$ cat config.mk
export PLATFORM = sky130hd
export DESIGN_NAME = reg_debug_port
export DESIGN_NICKNAME = d
export VERILOG_FILES = /design/src/rtl/reg_debug_port.sv
export SDC_FILE = /design/constraint.sdc
export NUM_CORES = 1
export LEC_CHECK = 0
export CORE_MARGIN = 2
export CORE_UTILIZATION = 37
export CTS_CLUSTER_SIZE = 40
export DETAILED_ROUTE_END_ITERATION = 16
export PLACE_DENSITY = 0.76
export SLEW_MARGIN = 25
export SYNTH_ARGS = -nofsm -noshare
export SYNTH_HDL_FRONTEND = slang
export SYNTH_SLANG_ARGS = --single-unit
export TNS_END_PERCENT = 10
$ cat constraint.sdc
create_clock -name clk -period 1.55 [get_ports clk]
set_clock_uncertainty 0.15 [all_clocks]
set_input_delay 0.155 -clock clk [delete_from_list [all_inputs] [get_ports clk]]
set_output_delay 0.155 -clock clk [all_outputs]
set_load 0.05 [all_outputs]
$ cat src/rtl/reg_debug_port.sv
// Debug-side initiator for the 8x16 register unit: dumps all registers to a
// valid/ready stream or loads all registers from one, always in order 0..N-1.
module reg_debug_port #(
    parameter int DATA_WIDTH = 16,
    parameter int SEL_WIDTH  = 3
) (
    input  logic                  clk,
    input  logic                  rst,
    input  logic                  cmd_valid,
    input  logic                  cmd_op,
    output logic                  cmd_ready,
    input  logic [DATA_WIDTH-1:0] in_data,
    input  logic                  in_valid,
    output logic                  in_ready,
    output logic [DATA_WIDTH-1:0] out_data,
    output logic                  out_valid,
    input  logic                  out_ready,
    output logic                  busy,
    output logic                  done,
    output logic                  ru_en,
    output logic                  ru_wr_en,
    output logic                  ru_rS_wr_en,
    output logic [SEL_WIDTH-1:0]  ru_rD_sel,
    output logic [DATA_WIDTH-1:0] ru_rD_data_in,
    output logic [SEL_WIDTH-1:0]  ru_rS_sel,
    input  logic [DATA_WIDTH-1:0] ru_rS_data_out
);
    // state | meaning
    // IDLE  | waiting for a command, cmd_ready high
    // RD    | read strobe for register idx
    // CAP   | capture registered read data into out_data
    // OUT   | present out_data until the sink takes it
    // LWAIT | waiting for the next load word
    // WR    | single-cycle write strobe of word into register idx
    // DONE  | one-cycle completion pulse
    typedef enum logic [2:0] {
        S_IDLE, S_RD, S_CAP, S_OUT, S_LWAIT, S_WR, S_DONE
    } state_t;

    state_t                state, state_nx;
    logic [SEL_WIDTH-1:0]  idx;
    logic [DATA_WIDTH-1:0] word;
    logic                  last;

    assign last        = (idx == {SEL_WIDTH{1'b1}});
    assign ru_rS_wr_en = 1'b0;

    always_ff @(posedge clk) begin
        if (rst) state <= S_IDLE;
        else     state <= state_nx;
    end

    always_ff @(posedge clk) begin
        if (rst) begin
            idx      <= '0;
            out_data <= '0;
            word     <= '0;
        end else begin
            case (state)
                S_IDLE:  if (cmd_valid) idx <= '0;
                S_CAP:   out_data <= ru_rS_data_out;
                S_OUT:   if (out_ready && !last) idx <= idx + SEL_WIDTH'(1);
                S_LWAIT: if (in_valid) word <= in_data;
                S_WR:    if (!last) idx <= idx + SEL_WIDTH'(1);
                default: ;
            endcase
        end
    end

    always_comb begin
        state_nx = state;
        case (state)
            S_IDLE:  if (cmd_valid) state_nx = cmd_op ? S_LWAIT : S_RD;
            S_RD:    state_nx = S_CAP;
            S_CAP:   state_nx = S_OUT;
            S_OUT:   if (out_ready) state_nx = last ? S_DONE : S_RD;
            S_LWAIT: if (in_valid) state_nx = S_WR;
            S_WR:    state_nx = last ? S_DONE : S_LWAIT;
            S_DONE:  state_nx = S_IDLE;
            default: state_nx = S_IDLE;
        endcase
    end

    // Everything is forced low while rst is high, whatever the state register holds.
    always_comb begin
        cmd_ready     = 1'b0;
        busy          = 1'b0;
        done          = 1'b0;
        out_valid     = 1'b0;
        in_ready      = 1'b0;
        ru_en         = 1'b0;
        ru_wr_en      = 1'b0;
        ru_rD_sel     = '0;
        ru_rD_data_in = '0;
        ru_rS_sel     = '0;
        if (!rst) begin
            busy = (state != S_IDLE);
            case (state)
                S_IDLE:  cmd_ready = 1'b1;
                S_RD: begin
                    ru_en     = 1'b1;
                    ru_rS_sel = idx;
                end
                S_OUT:   out_valid = 1'b1;
                S_LWAIT: in_ready = 1'b1;
                S_WR: begin
                    ru_en         = 1'b1;
                    ru_wr_en      = 1'b1;
                    ru_rD_sel     = idx;
                    ru_rD_data_in = word;
                end
                S_DONE:  done = 1'b1;
                default: ;
            endcase
        end
    end
endmodule

==> out/metrics.yaml <==
setup_path:
  r2r_slack_ns: -0.11
  cp.required_ns: 1.24
  criticalPathCategory: "reg2out"
  crit_arrival_ns: 1.44
  cp_max_fo: 4
  worstSetupEndpointType: "primary output"
  crit_slowest_cell: "dfxtp_4"
  r2r_cells: 5
  cp_common_cell: "buf_4"
  rr_endpoint: "idx[1]"
  start_kind: "register"
  crit_chain: "buf_4 -> nor3_1 -> buf_4 -> nor2_1 -> buf_12"
  crit_buf_inv: 3
  critPathTopFamily: "buffers and inverters"
  r2r_start: "state[1]"
  crit_path_max_incr_delay_ns: 0.36
synthesis:
  synth_fp_nets: 273
  syn-cell-area_sq_mm: 0.00182
  syn_area_per_cell_sq_um: 7.86
  syn_inst: 232
  synth_top_area_share_pct: 41.7
  yosysTopAreaCell: "dfxtp_1"
  seq_area_frac_synth_pct: 41.7
  synth_area_leaders: "dfxtp_1 (42%), nand2_1 (14%), a21oi_1 (9.3%), and2_1 (6.5%), nand2b_1 (2.4%)"
  synth-warning-count: 0
  ys_types: 33
  ys_seq_elements: 38
drt:
  viasPerCell: 4.85
  drt_first_pass_iters: 4
  post-route-drc-count: 0
  vias: 1941
  drtIter0Drc: 105
  routed_wl_mm: 5.54
  routedWlPerCell_um: 13.9
  final_antenna_net_count: 0
die:
  die_w_um: 74.2
  die_h_um: 74.2
  io_pins: 84
  dieArea_sq_mm: 0.00551
  design.core.area_sq_mm: 0.00472
  rows: 25
  initial_core_util_pct: 38.6
worst_hold_path:
  min_from: "rst"
  hold_depth: 3
  hold_class: "in2reg"
  min_to: "out_data[8]"
place:
  place_ws_ns: -0.166
  gp_congestion: 0.870
  hpwl_mm: 3.65
  io_buffers: 82
layout:
  final_common_cell: "nand2_1"
  postLayoutCoreUtil_pct: 72.1
  register_area_sq_um: 774
  final_nets: 373
  multiInputGateArea_sq_mm: 0.00109
  n_fill_cell: 372
  final_cell_mix: "nand2_1 (69), clkdlybuf4s50_1 (36), buf_4 (36)"
  diodes: 0
  areaGrowthSynthToFinish_pct: 86.7
  drive_gt1_share_pct: 38.7
clocking:
  clkLatencyLatePin_ns: 0.29
  cts_buffers: 5
  cts_buffer_depth: 2
  hold_buffers: 0
  cts_tree: "yes"
  cts_max_level: 2
  cts_root_buf: "clkbuf_8"
  clock_sinks: 38
  clk_pin_slew_ns: 0.08
global_route:
  grtUsageTotal_pct: 19.7
  antenna_found_initial: 0
  grt_pass1_wl_mm: 8.34
  grt-ovfl-total: 0
  grt_pass1_vias: 1880
  grt_max_degree: 28
power:
  power.leakage_nw: 1.32
  p_per_area_mw_per_mm2: 835
  vdd_drop_max_mv: 0.443
run_status:
  violations: "negative setup slack"
  status: "finished with violations"
timing:
  setup_ws_ns: -0.197
  hold_violations: 0
  min_period_over_period_pct: 113
  rsz0062_at_grt: "true"
  drv_slew: 0
  setup_viol: 32
  fin_crit_ns: 1.75
  fmax_mhz: 572
flow_run:
  max-cap-violations: 0
[kinds of logic after synthesis]
group | count (synthesis) | share of synthesized area (%)
other | 1 | 0.206
adder cells (fa/ha/maj) | 3 | 2.06
flip-flops | 38 | 41.7
AND/OR/NAND/NOR | 122 | 33.1
multiplexers | 3 | 1.65
AO/OA/AOI/OAI | 46 | 15.1
buffers and inverters | 19 | 6.17
[what timing repair did]
| action | 4_1_cts | 5_1_grt |
|---|---|---|
| gates cloned | 3 | 0 |
| setup buffers | 6 | 0 |
| pin swaps | 20 | 4 |
| gates resized for setup | 36 | 14 |
| endpoints found under the setup margin | 48 | 62 |
[stage by stage]
step	power, mW	TNS, ns	area [sq um]	instances	hold WS (ns)
2_1_floorplan	1.51	-2.10	1870	232	0.141
3_3_place_gp	1.78	-1.20	3070	383	0.286
3_5_place_dp	1.79	-1.86	3070	383	0.294
4_1_cts	2.84	-6.04	3350	400	0.126
5_1_grt	2.95	-6.87	3410	400	0.172
6_report	2.84	-4.74	3410	400	0.151
[how the worst max path moves through the flow]
stage | startpoint | to | slack (ns) | cells past startpoint
floorplan | state[1] | ru_rD_data_in[15] | -0.11 | 5
global placement | idx[0] | idx[1] | -0.09 | 5
detailed placement | idx[0] | idx[1] | -0.17 | 5
CTS | state[0] | busy | -0.20 | 5
global route | state[1] | ru_rD_sel[1] | -0.25 | 5
finish | state[0] | busy | -0.20 | 5
[per-layer routing]
| metal | GRT usage [%] | vias up | routed length (um) |
|---|---|---|---|
| li1 | - | 956 | - |
| met1 | 22.5 | 906 | 2320 |
| met2 | 36.6 | 62 | 2780 |
| met3 | 3.93 | 17 | 274 |
| met4 | 6.35 | 0 | 169 |
| met5 | 0 | - | 0 |
[synth_stat cells (all sizes together)]
cell type / n
a211oi: 1
a21o: 1
a21oi: 36
a22oi: 1
a31o: 2
a31oi: 1
and2: 19
and3: 3
buf: 11
clkbuf: 6
conb: 1
dfxtp: 38
ha: 3
inv: 2
mux2i: 3
nand2: 69
nand2b: 9
nand3b: 2
nor2: 11
nor3: 5
nor3b: 1
nor4: 1
o21ai: 2
o21bai: 1
o22a: 1
or3: 2
[flip-flops by register name, indices dropped and copies added, names as in the netlist]
name / cells
word: 16
out_data: 16
state: 3
idx: 3
[tightest hold or removal path, stage by stage]
cell     delay, ns
buf_2         0.09
buf_4         0.24
a21oi_1       0.06
[report_power, final]
part           total, mW  internal, mW  switching [mW]
logic              0.774         0.367           0.407
clock network       1.01         0.645           0.364
registers           1.06          1.03          0.0340
[area by class of cell]
type	count	area share, %
clock buffer	5	2.02
clock inverter	3	2.02
inverter	2	0.220
multi-input combinational	175	31.9
sequential	38	22.7
tap	67	2.46
timing repair buffer	110	38.6
Note: power is estimated with default switching activity, not from simulation.
